File: config.mk
export PLATFORM = sky130hd
export DESIGN_NAME = seq_alu
export DESIGN_NICKNAME = d
export VERILOG_FILES = /design/src/rtl/alu_pkg.sv /design/src/rtl/seq_mul.sv /design/src/rtl/seq_alu.sv
export SDC_FILE = /design/constraint.sdc
export NUM_CORES = 2
export LEC_CHECK = 0
export CORE_MARGIN = 2
export CORE_UTILIZATION = 57
export CTS_CLUSTER_DIAMETER = 80
export DETAILED_ROUTE_END_ITERATION = 6
export GPL_TIMING_DRIVEN = 0
export PLACE_DENSITY = 0.85
export SYNTH_ARGS = -nofsm -noshare
export SYNTH_HDL_FRONTEND = slang
export SYNTH_SLANG_ARGS = --single-unit
File: constraint.sdc
create_clock -name clk -period 3.8 [get_ports clk]
set_clock_uncertainty 0.05 [all_clocks]
set_input_delay 1.14 -clock clk [delete_from_list [all_inputs] [get_ports clk]]
set_output_delay 1.14 -clock clk [all_outputs]
set_load 0.005 [all_outputs]
File: src/rtl/alu_pkg.sv
// alu_pkg: opcode encodings and control state type shared by the sequential ALU.
package alu_pkg;

    localparam logic [3:0] ALU_AND = 4'b0000;
    localparam logic [3:0] ALU_OR  = 4'b0001;
    localparam logic [3:0] ALU_ADD = 4'b0010;
    localparam logic [3:0] ALU_XOR = 4'b0011;
    localparam logic [3:0] ALU_SUB = 4'b0110;
    localparam logic [3:0] ALU_SLT = 4'b0111;
    localparam logic [3:0] ALU_SLL = 4'b1000;
    localparam logic [3:0] ALU_SRL = 4'b1001;
    localparam logic [3:0] ALU_SRA = 4'b1010;
    localparam logic [3:0] ALU_NOR = 4'b1100;
    localparam logic [3:0] ALU_MUL = 4'b1111;

    typedef enum logic {
        IDLE    = 1'b0,
        MUL_RUN = 1'b1
    } state_t;

endpackage

File: src/rtl/seq_mul.sv
// seq_mul: radix-2 shift-add multiplier producing the low WIDTH bits of a*b
// after exactly WIDTH iterations; done stays high until the next start.
module seq_mul
    import alu_pkg::*;
#(
    parameter int WIDTH = 64
)
(
    input  logic             clk,
    input  logic             rst_n,
    input  logic             start,
    input  logic             hold,
    input  logic [WIDTH-1:0] a,
    input  logic [WIDTH-1:0] b,
    output logic             done,
    output logic [WIDTH-1:0] product
);

    localparam int CW = $clog2(WIDTH) + 1;
    localparam logic [CW-1:0] LAST = CW'(WIDTH);

    logic [WIDTH-1:0] acc;
    logic [WIDTH-1:0] mcand;
    logic [WIDTH-1:0] mplier;
    logic [CW-1:0]    count;

    // One multiplier bit per cycle; frozen at the terminal count or while held
    always_ff @(posedge clk or negedge rst_n) begin
        if (!rst_n) begin
            acc    <= '0;
            mcand  <= '0;
            mplier <= '0;
            count  <= '0;
        end else if (start) begin
            acc    <= '0;
            mcand  <= a;
            mplier <= b;
            count  <= '0;
        end else if (!hold && (count != LAST)) begin
            if (mplier[0]) begin
                acc <= acc + mcand;
            end
            mcand  <= mcand << 1;
            mplier <= mplier >> 1;
            count  <= count + CW'(1);
        end
    end

    assign done    = (count == LAST);
    assign product = acc;

endmodule

File: src/rtl/seq_alu.sv
// seq_alu: execute-stage ALU with a registered valid/ready result port.
// Single-cycle ops load the output register on accept; MUL runs on seq_mul
// and stalls the front end through in_ready until its result is parked.
module seq_alu
    import alu_pkg::*;
#(
    parameter int WIDTH  = 64,
    parameter bit MUL_EN = 1'b1
)
(
    input  logic             clk,
    input  logic             rst_n,
    input  logic             in_valid,
    output logic             in_ready,
    input  logic [WIDTH-1:0] a,
    input  logic [WIDTH-1:0] b,
    input  logic [3:0]       alu_op,
    output logic             out_valid,
    input  logic             out_ready,
    output logic [WIDTH-1:0] result,
    output logic             zero,
    output logic             busy
);

    localparam int SHW = $clog2(WIDTH);

    state_t           state;
    logic             slot_free;
    logic             accept;
    logic             is_mul;
    logic             mul_start;
    logic             mul_hold;
    logic             mul_done;
    logic [WIDTH-1:0] mul_product;
    logic [WIDTH-1:0] alu_res;
    logic [SHW-1:0]   shamt;

    assign slot_free = !out_valid || out_ready;
    assign in_ready  = (state == IDLE) && slot_free;
    assign accept    = in_valid && in_ready;
    assign is_mul    = MUL_EN && (alu_op == ALU_MUL);
    assign mul_start = accept && is_mul;
    assign mul_hold  = (state != MUL_RUN);
    assign shamt     = b[SHW-1:0];

    generate
        if (MUL_EN) begin : g_mul
            seq_mul #(.WIDTH(WIDTH)) u_mul (
                .clk     (clk),
                .rst_n   (rst_n),
                .start   (mul_start),
                .hold    (mul_hold),
                .a       (a),
                .b       (b),
                .done    (mul_done),
                .product (mul_product)
            );
        end else begin : g_no_mul
            assign mul_done    = 1'b0;
            assign mul_product = '0;
        end
    endgenerate

    // Single-cycle operation decode; unknown opcodes (and MUL here) yield zero
    always_comb begin
        alu_res = '0;
        case (alu_op)
            ALU_AND: alu_res = a & b;
            ALU_OR:  alu_res = a | b;
            ALU_ADD: alu_res = a + b;
            ALU_SUB: alu_res = a - b;
            ALU_NOR: alu_res = ~(a | b);
            ALU_XOR: alu_res = a ^ b;
            ALU_SLL: alu_res = a << shamt;
            ALU_SRL: alu_res = a >> shamt;
            ALU_SRA: alu_res = $signed(a) >>> shamt;
            ALU_SLT: alu_res = {{(WIDTH-1){1'b0}}, ($signed(a) < $signed(b))};
            default: alu_res = '0;
        endcase
    end

    // Control FSM and output register: a transfer empties the slot unless a new result lands on the same edge
    always_ff @(posedge clk or negedge rst_n) begin
        if (!rst_n) begin
            state     <= IDLE;
            out_valid <= 1'b0;
            result    <= '0;
            zero      <= 1'b1;
            busy      <= 1'b0;
        end else begin
            if (out_valid && out_ready) begin
                out_valid <= 1'b0;
            end
            case (state)
                IDLE: begin
                    if (accept) begin
                        if (is_mul) begin
                            state <= MUL_RUN;
                            busy  <= 1'b1;
                        end else begin
                            result    <= alu_res;
                            zero      <= (alu_res == '0);
                            out_valid <= 1'b1;
                        end
                    end
                end
                MUL_RUN: begin
                    if (mul_done && slot_free) begin
                        result    <= mul_product;
                        zero      <= (mul_product == '0);
                        out_valid <= 1'b1;
                        busy      <= 1'b0;
                        state     <= IDLE;
                    end
                end
                default: state <= IDLE;
            endcase
        end
    end

endmodule

==> run_summary.xml, run 1 <==
<?xml version="1.0" encoding="UTF-8"?>
<metrics>
  <group name="logic_synthesis">
    <metric name="synth.lib_cells_used.distinct" unit="">95</metric>
    <metric name="yosysWarnings" unit="">0</metric>
    <metric name="async_flop_share" unit="%">100</metric>
    <metric name="netlist_instances" unit="">4963</metric>
    <metric name="synth_adder_area_share" unit="%">9.59</metric>
    <metric name="synthesis.area" unit="µm²">36900</metric>
    <metric name="synth_xor_area_share" unit="%">1.78</metric>
    <metric name="yosysTopAreaCell" unit="">dfrtp_1</metric>
    <metric name="yosysTopAreaCellShare" unit="%">18.0</metric>
    <metric name="postSynthRegisterBits" unit="">267</metric>
    <metric name="seq_area_frac_synth" unit="%">18.1</metric>
    <metric name="dominant_combinational_cell_family_by_area_after_synthesis" unit="">compound AO/OA/AOI/OAI gates</metric>
    <metric name="synth.net_count" unit="">5380</metric>
    <metric name="synth_flop_type" unit="">dfrtp_1</metric>
    <metric name="syn_avg_cell_area" unit="µm²">7.44</metric>
    <metric name="synth.top_cells.by_area" unit="">dfrtp_1, ha_1, nand2_1</metric>
    <metric name="synth_compound_gate_area_share" unit="%">32.2</metric>
    <metric name="synth.mux.area_fraction" unit="%">11.3</metric>
    <metric name="edff_count_synth" unit="">0</metric>
    <metric name="synth-simple-area-share" unit="%">20.4</metric>
  </group>
  <group name="floorplan">
    <metric name="number_of_rows_in_the_core_area" unit="">93</metric>
    <metric name="design.portCount" unit="">204</metric>
    <metric name="start_util" unit="%">57.5</metric>
    <metric name="floorplan.die.height" unit="µm">258</metric>
    <metric name="die_extent_in_x" unit="µm">258</metric>
  </group>
  <group name="global_route">
    <metric name="grt_util_all_layers" unit="%">83.7</metric>
    <metric name="pin_count_of_the_biggest_net_entering_global_routing" unit="">100</metric>
    <metric name="grt_pass1_vias" unit="">54582</metric>
    <metric name="grt_first_pass_wirelength" unit="mm">414</metric>
    <metric name="grt_remaining_overflow" unit="">307</metric>
  </group>
  <group name="outcome">
    <metric name="outcome" unit="">did not finish</metric>
    <metric name="haltStage" unit="">global routing (5_1_grt)</metric>
    <metric name="firstError" unit="">[ERROR GRT-0116] Global routing finished with congestion. Check the congestion regions in the DRC Viewer.</metric>
  </group>
  <group name="placed_design">
    <metric name="io_buffer_count" unit="">202</metric>
    <metric name="dp.final_hpwl" unit="mm">181</metric>
    <metric name="globalplace.congestion" unit="">1.41</metric>
  </group>
  <group name="cts">
    <metric name="clock_path_buffers" unit="">3</metric>
    <metric name="cts_inserted_buffers" unit="">29</metric>
    <metric name="clkSinkCount" unit="">267</metric>
    <metric name="cts-root-buf" unit="">clkbuf_16</metric>
    <metric name="clock_tree.htree_level_count" unit="">1</metric>
  </group>
</metrics>
[synth_stat cells, types with 16 or more instances]
library cell and count:
a211o_1 22, a211oi_1 94, a21o_1 82, a21oi_1 392, a221o_1 20, a221oi_1 64, a22oi_1 172, a31oi_1 55
a32oi_1 41, and2_1 22, and3_1 24, buf_1 50, buf_2 38, clkbuf_1 282, dfrtp_1 266, ha_1 278
inv_1 213, mux2_2 43, mux2i_1 131, mux4_2 98, nand2_1 718, nand2b_1 40, nand3_1 130, nand4_1 59
nor2_1 406, nor2b_1 37, nor3_1 89, nor4_1 63, o2111ai_1 16, o211ai_1 70, o21a_1 38, o21ai_0 290
o21bai_1 40, o221ai_1 26, o22ai_1 113, o31ai_1 54, or2_2 22, or3_1 20, xnor2_1 45, xor2_1 30
[through the flow]
step,cells,setup slack [ns],util (%),cell area [µm²]
2_1_floorplan,4963,-1.67,-,37500
3_3_place_gp,6020,-9.75,63.1,40600
3_5_place_dp,6026,-4.50,63.3,40700
4_1_cts,6191,-1.93,69.6,44700
[per-layer routing]
layer | overflow | GRT usage [%]
met5 | 3 | 54.5
met4 | 137 | 76.7
met3 | 15 | 75.3
met2 | 138 | 95.1
met1 | 14 | 84.7
[cells by family after synthesis]
group / Yosys count
flops: 267
buf+inv: 608
fa+ha+maj: 281
simple gates: 1678
xor+xnor: 75
compound gates: 1769
mux: 285
[repair_timing]
action / 4_1_cts
buffers inserted: 124
pin swaps: 90
hold buffers: 0
endpoints found under the setup margin: 267
endpoints found under the hold margin: 0
resized for setup: 700
==> run 2: changes to the inputs <==
CORE_UTILIZATION = 40   (was 57)
CTS_CLUSTER_DIAMETER = unset   (was 80)
PLACE_DENSITY = unset   (was 0.85)
PLACE_DENSITY_LB_ADDON = 0.15   (was unset)
clock period = 4.94 ns   (was 3.8 ns; I/O delays follow)
==> run 2 against run 1 <==
The flow now finishes, with violations (design-rule violations, max-capacitance violations, max-slew violations, negative setup slack). Synthesized cell count did not move. Area after synthesis did not move.
==> run_summary.xml, run 2 <==
<?xml version="1.0" encoding="UTF-8"?>
<metrics>
  <group name="global_route">
    <metric name="pin_count_of_the_biggest_net_entering_global_routing" unit="">113</metric>
    <metric name="grt_first_pass_wirelength" unit="mm">384</metric>
    <metric name="antenna_violations_before_repair" unit="">25</metric>
    <metric name="grt_util_all_layers" unit="%">58.5</metric>
    <metric name="grt_pass1_vias" unit="">46407</metric>
    <metric name="grt_remaining_overflow" unit="">0</metric>
  </group>
  <group name="detailed_routing">
    <metric name="num_vias" unit="">50577</metric>
    <metric name="met2RoutedLength" unit="mm">111</metric>
    <metric name="drcViolationCount" unit="">182</metric>
    <metric name="number_of_detailed_routing_iterations_run_before_antenna_repair" unit="">7</metric>
    <metric name="via_per_inst" unit="">7.60</metric>
    <metric name="met1_routed_wirelength_after_detailed_routing" unit="mm">93.1</metric>
    <metric name="ant_nets" unit="">0</metric>
    <metric name="wl_per_cell" unit="µm">42.9</metric>
    <metric name="drt_iter0_drc" unit="">9107</metric>
    <metric name="wl_met3" unit="mm">45.6</metric>
    <metric name="highest-signal-layer" unit="">met5</metric>
    <metric name="postRouteWirelength" unit="mm">286</metric>
  </group>
  <group name="pwr">
    <metric name="p_sw_share" unit="%">51.8</metric>
    <metric name="power.density_cell_area" unit="nW/µm²">356</metric>
    <metric name="power.share.clock" unit="%">14.0</metric>
    <metric name="design_power_total" unit="mW">17.0</metric>
    <metric name="power_switching" unit="mW">8.83</metric>
    <metric name="power_leakage" unit="nW">20.2</metric>
    <metric name="intPower" unit="mW">8.20</metric>
    <metric name="share_comb_of_total_power" unit="%">60.8</metric>
    <metric name="vdd_ir_drop_max" unit="mV">0.403</metric>
    <metric name="seq_power_share" unit="%">25.2</metric>
  </group>
  <group name="sta">
    <metric name="fin_crit" unit="ns">6.30</metric>
    <metric name="final_count_of_negative_setup_slack_endpoints" unit="">46</metric>
    <metric name="post_route_setup_tns" unit="ns">-14.91</metric>
    <metric name="slew_at_the_pin_with_the_worst_max_slew_slack" unit="ns">1.91</metric>
    <metric name="post-route-worst-setup-slack" unit="ns">-1.36</metric>
    <metric name="layout_worst_path_cycle_share" unit="%">128</metric>
    <metric name="grt_setup_unrepaired" unit="">yes</metric>
    <metric name="max_freq" unit="GHz">0.159</metric>
    <metric name="hold_slack" unit="ns">0.426</metric>
    <metric name="final_hold_viol_count" unit="">0</metric>
    <metric name="fin_max_slew_vios" unit="">22</metric>
    <metric name="maxSlewHeadroom" unit="%">-27.3</metric>
  </group>
  <group name="setup_path">
    <metric name="flop_to_flop_setup_slack" unit="ns">0.10</metric>
    <metric name="critical_path_peak_fanout" unit="">6</metric>
    <metric name="cp-end-kind" unit="">register</metric>
    <metric name="cp-start-kind" unit="">primary input</metric>
    <metric name="timing.critical_path.required" unit="ns">5.43</metric>
    <metric name="timing.critical_path.arrival" unit="ns">6.80</metric>
    <metric name="path_class" unit="">primary input to register</metric>
  </group>
  <group name="final_layout">
    <metric name="regArea" unit="µm²">6680</metric>
    <metric name="final_common_cell" unit="">nand2_1</metric>
    <metric name="layout-drive-gt1-share" unit="%">21.5</metric>
    <metric name="multiInputGateArea" unit="µm²">30800</metric>
    <metric name="highest_count_cells_in_the_layout_ignoring_fill_and_taps" unit="">nand2_1, nor2_1, a21oi_1, dfrtp_1, ha_1</metric>
    <metric name="nNetsFinal" unit="">5839</metric>
    <metric name="layoutNonFillerInstCount" unit="">6657</metric>
    <metric name="fillers" unit="">8774</metric>
    <metric name="flow.area_growth_from_synthesis" unit="%">29.5</metric>
  </group>
  <group name="cts">
    <metric name="clock_tree.htree_level_count" unit="">1</metric>
    <metric name="cts_inserted_buffers" unit="">30</metric>
    <metric name="cts_tree" unit="">yes</metric>
    <metric name="worstSkewPairLatency" unit="ns">0.62</metric>
    <metric name="post_cts_hold_buffer_count" unit="">0</metric>
    <metric name="worst_setup_hold_path_clk_slew" unit="ns">0.06</metric>
    <metric name="clkSinkCount" unit="">267</metric>
    <metric name="cts-root-buf" unit="">clkbuf_16</metric>
    <metric name="clock_path_buffers" unit="">3</metric>
  </group>
  <group name="logic_synthesis">
    <metric name="synth.top_cells.by_area" unit="">dfrtp_1, ha_1, nand2_1</metric>
    <metric name="netlist_instances" unit="">4963</metric>
    <metric name="async_flop_share" unit="%">100</metric>
    <metric name="synth_flop_type" unit="">dfrtp_1</metric>
    <metric name="synthesis.area" unit="µm²">36900</metric>
    <metric name="postSynthRegisterBits" unit="">267</metric>
    <metric name="synth_commonest_cells" unit="">nand2_1, nor2_1, a21oi_1, o21ai_0, clkbuf_1</metric>
    <metric name="yosysTopAreaCell" unit="">dfrtp_1</metric>
    <metric name="seq_area_frac_synth" unit="%">18.1</metric>
    <metric name="synth.lib_cells_used.distinct" unit="">95</metric>
    <metric name="yosysMostFrequentCell" unit="">nand2_1</metric>
    <metric name="yosysWarnings" unit="">0</metric>
    <metric name="synth.net_count" unit="">5380</metric>
    <metric name="syn_avg_cell_area" unit="µm²">7.44</metric>
    <metric name="edff_count_synth" unit="">0</metric>
    <metric name="yosysTopAreaCellShare" unit="%">18.0</metric>
  </group>
  <group name="floorplan">
    <metric name="number_of_rows_in_the_core_area" unit="">111</metric>
    <metric name="design.portCount" unit="">204</metric>
    <metric name="die_extent_in_x" unit="µm">308</metric>
    <metric name="floorplan.core_area" unit="µm²">91500</metric>
    <metric name="floorplan.die.height" unit="µm">308</metric>
    <metric name="fp.dieArea" unit="µm²">94700</metric>
    <metric name="start_util" unit="%">40.3</metric>
  </group>
  <group name="run">
    <metric name="cap_violations" unit="">2</metric>
  </group>
  <group name="min_path">
    <metric name="hold_class" unit="">register to register</metric>
  </group>
  <group name="placed_design">
    <metric name="number_of_placed_instances_taps_included" unit="">6362</metric>
    <metric name="placement.setup.worst_slack" unit="ns">-4.81</metric>
    <metric name="globalplace.congestion" unit="">1.17</metric>
    <metric name="io_buffer_count" unit="">202</metric>
    <metric name="dp.final_hpwl" unit="mm">217</metric>
  </group>
  <group name="outcome">
    <metric name="outcome" unit="">finished, violations left</metric>
    <metric name="failing_checks" unit="">design-rule violations, max-capacitance violations, max-slew violations, negative setup slack</metric>
  </group>
</metrics>
run 2: final timing paths:
check / start / endpoint / cells after the start
setup / recovery: b[2] / zero$_DFFE_PN1P_ / 18
hold / removal: g_mul.u_mul.mplier[7]$_DFFE_PN0P_ / g_mul.u_mul.mplier[7]$_DFFE_PN0P_ / 2
setup reg to reg: state$_DFF_PN0_ / zero$_DFFE_PN1P_ / 13
hold reg to reg: g_mul.u_mul.mplier[7]$_DFFE_PN0P_ / g_mul.u_mul.mplier[7]$_DFFE_PN0P_ / 2
max in group asynchronous: rst_n / g_mul.u_mul.mplier[58]$_DFFE_PN0P_ / 3
min in group asynchronous: rst_n / g_mul.u_mul.mcand[15]$_DFFE_PN0P_ / 1
run 2: what timing repair did:
item | 4_1_cts | 5_1_grt
setup buffers | 140 | 91
gates cloned | 1 | 2
endpoints found under the setup margin | 208 | 111
pin swaps | 127 | 126
gates resized for setup | 884 | 414
run 2: power by group through the flow:
stage	Combinational, mW	Sequential, mW	Clock, mW
after floorplan	5.54	3.74	0
after global placement	8.67	4.20	0
after detailed placement	8.81	4.21	0
after CTS	9.41	4.19	2.37
after global routing	10.8	4.34	2.45
final	10.3	4.29	2.39
run 2: metrics by stage:
step                      utilization, %  area, µm²
after global routing                52.2      47700
after detailed placement            44.9      41100
after floorplan                        -      37400
after global placement              44.7      40900
after CTS                           50.1      45900
final                               52.2      47800
run 2: cells by family after synthesis:
kind of cell / Yosys count / share of synthesized area [%]
and+or+nand+nor: 1678 / 20.4
AOI/OAI and AO/OA: 1769 / 32.2
DFF: 267 / 18.1
xor gates and xnor gates: 75 / 1.78
adders and majority gates: 281 / 9.59
buffers and inverters: 608 / 6.59
muxes: 285 / 11.3
run 2: worst max-delay path, stage by stage:
cell and delay, ns:
buf_8 0.10, buf_12 0.12, buf_12 0.14, buf_4 0.21
nand2b_1 0.80, o22ai_2 0.59, o21ai_0 0.21, a21oi_2 0.51
nor2_1 0.08, o211ai_1 0.24, nand2_2 0.20, or4_1 0.51
or4_4 0.53, nor4b_4 0.29, nand4_1 0.25, nor4_2 0.22
nand4_1 0.12, o21ai_1 0.16
run 2: cell type report:
cell class / count / share of cell area, %
Antenna cell: 27 / 0.141
Buffer: 374 / 5.69
Sequential cell: 267 / 14.0
Multi-Input combinational cell: 4088 / 64.5
Timing Repair Buffer: 441 / 8.63
Clock inverter: 12 / 0.264
Clock buffer: 42 / 1.84
Inverter: 220 / 1.86
Tap cell: 1186 / 3.10
run 2: metal layers:
| layer | vias up | track usage (%) |
|---|---|---|
| li1 | 19643 | - |
| met5 | - | 0.930 |
| met3 | 1813 | 31.5 |
| met2 | 4987 | 80.4 |
| met1 | 24114 | 63.2 |
| met4 | 20 | 55.4 |
No activity file was read; power rests on OpenSTA's default activity.
